File: src/rtl/dmem_arbiter.sv
// Two-master arbiter for the single-port data memory: CPU (m0) has priority,
// the debug/loader master (m1) is promoted after STARVE_LIMIT denied cycles.
module dmem_arbiter #(
    parameter int unsigned STARVE_LIMIT = 4
) (
    input  logic        clk,
    input  logic        rst,
    input  logic        m0_req,
    input  logic        m0_wen,
    input  logic        m0_lock,
    input  logic [10:0] m0_addr,
    input  logic [31:0] m0_wdata,
    output logic        m0_gnt,
    output logic        m0_rvalid,
    input  logic        m1_req,
    input  logic        m1_wen,
    input  logic        m1_lock,
    input  logic [10:0] m1_addr,
    input  logic [31:0] m1_wdata,
    output logic        m1_gnt,
    output logic        m1_rvalid,
    output logic [31:0] rdata,
    output logic        mem_wren,
    output logic [10:0] mem_addr,
    output logic [31:0] mem_data,
    input  logic [31:0] mem_q
);

    localparam int unsigned CW = ($clog2(STARVE_LIMIT + 1) > 3) ? $clog2(STARVE_LIMIT + 1) : 3;
    localparam logic [CW-1:0] LIMIT = CW'(STARVE_LIMIT);

    typedef enum logic [1:0] {IDLE, OWN0, OWN1} state_t;

    state_t        state, state_nxt;
    logic [CW-1:0] starve_cnt;
    logic          promote;
    logic          rd0_q, rd1_q;

    // Grants are combinational, so reset must mask them directly.
    always_comb begin
        m0_gnt    = 1'b0;
        m1_gnt    = 1'b0;
        state_nxt = IDLE;
        promote   = (starve_cnt == LIMIT) && m1_req;
        if (!rst) begin
            case (state)
                IDLE: begin
                    if (m0_req && !promote) m0_gnt = 1'b1;
                    else if (m1_req)        m1_gnt = 1'b1;
                end
                OWN0:    m0_gnt = m0_req;
                OWN1:    m1_gnt = m1_req;
                default: ;
            endcase
        end
        if (m0_gnt)                       state_nxt = m0_lock ? OWN0 : IDLE;
        else if (m1_gnt)                  state_nxt = m1_lock ? OWN1 : IDLE;
        else if (state == OWN0 && m0_lock) state_nxt = OWN0;
        else if (state == OWN1 && m1_lock) state_nxt = OWN1;
    end

    always_comb begin
        mem_wren = 1'b0;
        mem_addr = '0;
        mem_data = '0;
        if (m0_gnt) begin
            mem_wren = m0_wen;
            mem_addr = m0_addr;
            mem_data = m0_wdata;
        end else if (m1_gnt) begin
            mem_wren = m1_wen;
            mem_addr = m1_addr;
            mem_data = m1_wdata;
        end
    end

    always_ff @(posedge clk or posedge rst) begin
        if (rst) begin
            state      <= IDLE;
            starve_cnt <= '0;
            rd0_q      <= 1'b0;
            rd1_q      <= 1'b0;
        end else begin
            state <= state_nxt;
            if (!m1_req || m1_gnt)      starve_cnt <= '0;
            else if (starve_cnt != LIMIT) starve_cnt <= starve_cnt + CW'(1);
            rd0_q <= m0_gnt & ~m0_wen;
            rd1_q <= m1_gnt & ~m1_wen;
        end
    end

    assign m0_rvalid = rd0_q;
    assign m1_rvalid = rd1_q;
    assign rdata     = mem_q;

endmodule
File: config.mk
export PLATFORM = sky130hd
export DESIGN_NAME = dmem_arbiter
export DESIGN_NICKNAME = d
export VERILOG_FILES = /design/src/rtl/dmem_arbiter.sv
export SDC_FILE = /design/constraint.sdc
export NUM_CORES = 1
export LEC_CHECK = 0
export CORE_ASPECT_RATIO = 1.75
export CORE_MARGIN = 5
export CORE_UTILIZATION = 27
export DETAILED_ROUTE_END_ITERATION = 8
export GPL_TIMING_DRIVEN = 1
export PLACE_DENSITY = 0.88
export SETUP_SLACK_MARGIN = 0.4
export SYNTH_ARGS = -nofsm -noshare
export SYNTH_HDL_FRONTEND = slang
export SYNTH_SLANG_ARGS = --single-unit
File: constraint.sdc
create_clock -name clk -period 4.5 [get_ports clk]
set_input_delay 0.9 -clock clk [delete_from_list [all_inputs] [get_ports clk]]
set_output_delay 0.9 -clock clk [all_outputs]
set_load 0.005 [all_outputs]
==> flow_metrics.env, run 1 <==
export IMPL_fp_dieH_um=108
export IMPL_final_nets=450
export IMPL_n_fill_cell=507
export IMPL_yosys_warnings=0
export IMPL_maxSlewViolCount=0
export IMPL_placed_cells=391
export IMPL_track_usage=0.166
export IMPL_rsz0062_at_grt="no"
export IMPL_port_buffer_count=141
export IMPL_grt_max_degree=51
export IMPL_worstPathMaxFanout=21
export IMPL_hold_end="starve_cnt[1]"
export IMPL_grt_first_pass_wirelength_um=9150
export IMPL_start_util=0.281
export IMPL_synth_xor_area_frac=0
export IMPL_core_area_um2=5300
export IMPL_reg2regPathDepth=6
export IMPL_worstPathRequired_ns=3.60
export IMPL_ctsHoldBuffers=0
export IMPL_final_core_util=0.509
export IMPL_grt_pass1_vias=1906
export IMPL_status="finished, final reports clean"
export IMPL_synth_area_leaders="o32ai_1 25%, buf_4 16%, nand2_1 12%"
export IMPL_insertedDiodeCount=0
export IMPL_maxCapViolCount=0
export IMPL_fin_crit_sh=0.829
export IMPL_hp_start="starve_cnt[1]"
export IMPL_clock_skew_ns=0.00137
export IMPL_r2r_start="starve_cnt[0]"
export IMPL_tightest_slew_ns=0.743
export IMPL_clkTransAtPathRegs_ns=0.04
export IMPL_synthesis_nets=350
export IMPL_worst_setup_path_start_kind="primary input"
export IMPL_synth_top_family_by_area="buffers and inverters"
export IMPL_synth_edf_count=0
export IMPL_drt_wl_total_um=6420
export IMPL_relSlewSlack=0.504
export IMPL_drc=0
export IMPL_ys_ff_latch=7
export IMPL_setup_viol=0
export IMPL_cts_max_path_buffers=2
export IMPL_period_minus_slack_ns=3.73
export IMPL_crit_chain="clkdlybuf4s50_1 -> nand2b_2 -> a21o_1 -> buf_4 -> o32ai_1 -> clkdlybuf4s50_1"
export IMPL_yosysMostFrequentCell="nand2_1"
export IMPL_async_flop_share=1.00
export IMPL_gp_congestion=0.804
export IMPL_ios=206
export IMPL_vias=1916
export IMPL_synthAdderAreaFrac=0.0168
export IMPL_post_drt_via_cell_ratio=4.85
export IMPL_synth_mux_area_frac=0
export IMPL_synth_compound_area_frac=0.315
export IMPL_critPathSlowestCell="clkdlybuf4s50_1"
export IMPL_holdWs_ns=0.554
export IMPL_hpwlAfterDp_um=5250
export IMPL_path_class="primary input to output port"
export IMPL_cts_tree="built"
export IMPL_area_delta_synth_final_pct=81.2
export IMPL_vdd_ir_drop_max_uv=58.8
export IMPL_syn_cell_area_um2=1490
export IMPL_cp_arrival_ns=2.83
export IMPL_cts_resized=0
export IMPL_synthTopCellsByCount="48 x nand2_1, 46 x inv_1, 42 x o32ai_1"
export IMPL_drtAntennaViolNets=0
export IMPL_cts_sinks=7
export IMPL_cp_common_cell="clkdlybuf4s50_1"
export IMPL_dieArea_um2=7150
export IMPL_ys_flop_type="dfrtp_1"
export IMPL_drive_gt1_frac=0.0498
export IMPL_synthSimpleGateAreaFrac=0.171
export IMPL_drtIter0Drc=68
export IMPL_yosysTopAreaCell="o32ai_1"
export IMPL_rows=35
export IMPL_htreeDepth=1
export IMPL_hold_depth=2
export IMPL_cts_root_buf="clkbuf_8"
export IMPL_numCtsBuffers=3
export IMPL_synth_top_area_share=0.247
export IMPL_p_leak_nw=1.13
export IMPL_holdCritPathClass="register to register"
export IMPL_wl_per_cell_um=16.2
export IMPL_r2r_slack_ns=2.91
export IMPL_die_x_um=66.1
export IMPL_post_cts_buffers=0
export IMPL_crit_buf_inv=3
export IMPL_final_cells=395
export IMPL_fmax_mhz=268
export IMPL_synthCells=222
export IMPL_ys_types=27
export IMPL_r2r_end="state[0]"
export IMPL_syn_area_per_cell_um2=6.70
export IMPL_end_kind="output port"
export IMPL_fin_setup_tns_ns=0
export IMPL_antenna_found_initial=0
export IMPL_dr_pass1_iters=4
export IMPL_cpLargestDelayFamily="buffers and inverters"
export IMPL_seq_area_frac_synth=0.118
export IMPL_hold_violations=0
export IMPL_grt_overflow=0
export IMPL_cpPeakStageDelay_ns=0.59
export IMPL_p_per_area_nw_per_um2=149
export IMPL_clk_latency_ns=0.23
export IMPL_power_uw=403
-- logic make-up after synthesis --
kind of cell | Yosys count
AO/OA/AOI/OAI | 54
adder cells (fa/ha/maj) | 2
buffers and inverters | 99
flip-flops | 7
AND/OR/NAND/NOR | 60
-- worst reg2reg max path, delay by kind of cell, from the launching register on --
family / cells / cell delay, ns
buffers and inverters: 2 / 0.40
DFF: 1 / 0.39
AOI/OAI and AO/OA: 2 / 0.32
and+or+nand+nor: 1 / 0.18
adders and majority gates: 1 / 0.16
-- routing by layer --
metal,up-vias,share of wire,track usage
met2,105,0.51,0.308
li1,920,-,-
met4,0,0.067,0.122
met3,47,0.13,0.0686
met5,-,0,0
met1,844,0.30,0.132
-- power by group --
part,internal (mW),switching (mW)
sequential,0.0680,0.00346
combinational,0.153,0.0918
clock,0.0611,0.0259
total,0.282,0.121
-- registers in the layout (all words and copies together) (netlist names) --
register and count:
starve_cnt 3, state 2, m0_rvalid 1, m1_rvalid 1
-- worst max-delay path by stage --
| stage | startpoint | end | slack [ns] | depth (start not counted) |
|---|---|---|---|---|
| after floorplan | rst | mem_addr[1] | 1.78 | 5 |
| after global placement | m0_req | mem_data[13] | 0.82 | 6 |
| after detailed placement | m1_req | mem_data[31] | 0.79 | 6 |
| after CTS | m1_req | mem_data[31] | 0.78 | 6 |
| after global routing | m1_req | mem_addr[8] | 0.68 | 6 |
| final | m1_req | mem_data[31] | 0.77 | 6 |
-- per-stage QoR --
stage,instance area [um^2],worst slack [ns]
2_1_floorplan,1490,1.78
3_3_place_gp,2650,0.821
3_5_place_dp,2650,0.788
4_1_cts,2700,0.783
5_1_grt,2700,0.684
6_report,2700,0.770
-- area by class of cell --
| type | instances | area [um^2] | area share |
|---|---|---|---|
| clock buffers | 4 | 45.0 | 0.0167 |
| flip-flops and latches | 7 | 175 | 0.0650 |
| multi-input cells | 116 | 756 | 0.280 |
| repair buffers | 147 | 1450 | 0.538 |
| well taps | 74 | 92.6 | 0.0343 |
| inverters | 47 | 176 | 0.0654 |
-- cells in the final DEF (no fill, tap or decap), types with 3 or more instances in the layout --
master and count:
o32ai_1 42, nand2_1 48, clkbuf_8 3, inv_1 46, clkdlybuf4s50_1 140, dfrtp_1 7, nor3_1 3, buf_4 6
Note: power is estimated with default switching activity, not from simulation.
==> run 2, diff against run 1 <==
--- a/config.mk
+++ b/config.mk
@@ -7,10 +7,10 @@
 export LEC_CHECK = 0
 export CORE_ASPECT_RATIO = 1.75
 export CORE_MARGIN = 5
-export CORE_UTILIZATION = 27
+export CORE_UTILIZATION = 25
 export DETAILED_ROUTE_END_ITERATION = 8
 export GPL_TIMING_DRIVEN = 1
-export PLACE_DENSITY = 0.88
+export PLACE_DENSITY = 0.83
 export SETUP_SLACK_MARGIN = 0.4
 export SYNTH_ARGS = -nofsm -noshare
 export SYNTH_HDL_FRONTEND = slang
==> constraint.sdc (replaced) <==
create_clock -name clk -period 3.8 [get_ports clk]
set_input_delay 0.76 -clock clk [delete_from_list [all_inputs] [get_ports clk]]
set_output_delay 0.76 -clock clk [all_outputs]
set_load 0.005 [all_outputs]
==> flow_metrics.env, run 2 (synthesized netlist as in run 1, its figures left out) <==
export IMPL_worstPathMaxFanout=21
export IMPL_hpwlAfterDp_um=5730
export IMPL_dpl_cell_area_um2=2680
export IMPL_port_buffer_count=141
export IMPL_numCtsBuffers=3
export IMPL_grt_first_pass_wirelength_um=10100
export IMPL_htreeDepth=1
export IMPL_drtIter0Drc=87
export IMPL_post_drt_via_cell_ratio=4.75
export IMPL_maxCapViolCount=0
export IMPL_drc=0
export IMPL_rsz0062_at_grt="yes"
export IMPL_cpPeakStageDelay_ns=0.57
export IMPL_final_nets=452
export IMPL_end_kind="output port"
export IMPL_largest_reg_flops=3
export IMPL_drtAntennaViolNets=0
export IMPL_pre_cts_ws_ns=0.381
export IMPL_status="finished, final reports clean"
export IMPL_fin_crit_sh=0.879
export IMPL_crit_buf_inv=3
export IMPL_drive_gt1_frac=0.0712
export IMPL_fin_setup_tns_ns=0
export IMPL_power_switching_uw=150
export IMPL_ios=206
export IMPL_vdd_ir_drop_max_uv=85.4
export IMPL_pwr_share_comb=0.611
export IMPL_p_per_area_nw_per_um2=176
export IMPL_p_clk_frac=0.215
export IMPL_worst_setup_path_start_kind="primary input"
export IMPL_clkTransAtPathRegs_ns=0.04
export IMPL_dr_pass1_iters=4
export IMPL_period_minus_slack_ns=3.34
export IMPL_gp_congestion=0.796
export IMPL_cp_arrival_ns=2.58
export IMPL_setup_viol=0
export IMPL_area_delta_synth_final_pct=86.2
export IMPL_grt_max_degree=40
export IMPL_crit_chain="clkdlybuf4s50_1 -> nor2b_4 -> o21ai_4 -> buf_4 -> o32ai_1 -> clkdlybuf4s50_1"
export IMPL_final_cell_mix="139 x clkdlybuf4s50_1, 48 x nand2_1, 46 x inv_1, 37 x o32ai_1"
export IMPL_worstPathRequired_ns=3.04
export IMPL_layout_setup_ws_ns=0.460
export IMPL_cpLargestDelayFamily="buffers and inverters"
export IMPL_track_usage=0.173
export IMPL_post_route_cell_area_um2=2770
export IMPL_cts_sinks=7
export IMPL_p_leak_nw=1.16
export IMPL_cp_common_cell="clkdlybuf4s50_1"
export IMPL_holdCritPathClass="register to register"
export IMPL_path_class="primary input to output port"
export IMPL_fmax_mhz=299
export IMPL_insertedDiodeCount=0
export IMPL_grt_overflow=0
export IMPL_switching_share=0.306
export IMPL_die_x_um=68.3
export IMPL_hold_violations=0
export IMPL_vias=1904
export IMPL_seq_power_share=0.174
export IMPL_grt_pass1_vias=2045
export IMPL_cts_tree="built"
export IMPL_cts_root_buf="clkbuf_8"
export IMPL_rows=37
export IMPL_dieArea_um2=7650
export IMPL_clk_latency_ns=0.23
export IMPL_cts_max_path_buffers=2
export IMPL_antenna_found_initial=0
export IMPL_final_common_cell="clkdlybuf4s50_1"
export IMPL_reg_top3="starve_cnt x3, state x2"
export IMPL_top_register="starve_cnt"
export IMPL_relSlewSlack=0.720
export IMPL_maxSlewViolCount=0
export IMPL_p_int_uw=339
export IMPL_critPathSlowestCell="clkdlybuf4s50_1"
export IMPL_core_area_um2=5830
export IMPL_clock_skew_ns=0.000509
export IMPL_wl_per_cell_um=17.1
export IMPL_start_util=0.255
export IMPL_drt_wl_total_um=6840
export IMPL_tightest_slew_ns=0.420
export IMPL_ctsHoldBuffers=0
export IMPL_fp_dieH_um=112
## run 2: cell count changes in the layout (fill, tap and decap cells not counted)
cell,change
nor2b_4,+1
clkdlybuf4s50_1,-1
buf_4,+1
o32ai_1,-5
nor2b_2,-1
dlygate4sd2_1,+1
o32ai_2,+5
buf_12,+1
## run 2: path summary, 6_finish.rpt
| check | start | to | slack [ns] | cells past startpoint |
|---|---|---|---|---|
| max in group asynchronous | rst | starve_cnt[0] | 2.71 | 3 |
| min in group asynchronous | rst | state[0] | 0.97 | 3 |
| worst max register to register | starve_cnt[0] | state[0] | 2.22 | 6 |
| worst max-delay path | m0_req | mem_data[27] | 0.46 | 6 |
| worst min-delay path | state[0] | state[0] | 0.55 | 2 |
| worst min register to register | state[0] | state[0] | 0.55 | 2 |
## run 2: metrics by stage
| step | power (mW) | hold WS, ns | std cells | util |
|---|---|---|---|---|
| floorplan | 0.229 | 0.500 | 222 | - |
| global placement | 0.377 | 0.532 | 397 | 0.460 |
| detailed placement | 0.381 | 0.545 | 397 | 0.460 |
| CTS | 0.489 | 0.556 | 401 | 0.468 |
| global route | 0.520 | 0.589 | 401 | 0.475 |
| finish | 0.488 | 0.551 | 401 | 0.475 |
## run 2: layout make-up
class	count	area, um^2
Clock buffer	4	45.0
Sequential cell	7	175
Fill cell	595	3060
Tap cell	78	97.6
Multi-Input combinational cell	116	798
Inverter	47	176
Timing Repair Buffer	149	1480
## run 2: power groups by stage
| stage | logic, mW | clock network [mW] | registers, mW |
|---|---|---|---|
| after detailed placement | 0.295 | 0 | 0.0856 |
| after CTS | 0.297 | 0.107 | 0.0848 |
| after floorplan | 0.144 | 0 | 0.0845 |
| after global placement | 0.292 | 0 | 0.0852 |
| final | 0.298 | 0.105 | 0.0848 |
| after global routing | 0.324 | 0.111 | 0.0852 |
## run 2: metal layers
layer | share of wire | up-vias | global-route usage
met5 | 0 | - | 0
met4 | 0.066 | 0 | 0.120
met3 | 0.14 | 42 | 0.0821
met2 | 0.50 | 100 | 0.295
met1 | 0.29 | 839 | 0.152
li1 | - | 923 | -
## run 2: what timing repair did
item | 4_1_cts | 5_1_grt
buffers inserted | 0 | 0
endpoints found under the setup margin | 12 | 6
endpoints found under the hold margin | 0 | 0
pin swaps | 0 | 0
resized for setup | 2 | 5
## run 2: worst reg2reg max path, delay by kind of cell, from the launching register on
family	cells	cell delay (ns)
flops	1	0.40
buf+inv	2	0.40
compound gates	2	0.31
simple gates	1	0.18
fa+ha+maj	1	0.16
==> run 3, diff against run 2 <==
--- a/config.mk
+++ b/config.mk
@@ -12,6 +12,7 @@
 export GPL_TIMING_DRIVEN = 1
 export PLACE_DENSITY = 0.83
 export SETUP_SLACK_MARGIN = 0.4
+export SLEW_MARGIN = 0
 export SYNTH_ARGS = -nofsm -noshare
 export SYNTH_HDL_FRONTEND = slang
 export SYNTH_SLANG_ARGS = --single-unit
==> results of run 3 <==
Same layout as run 2: the final DEF is identical, and so are final timing and power.
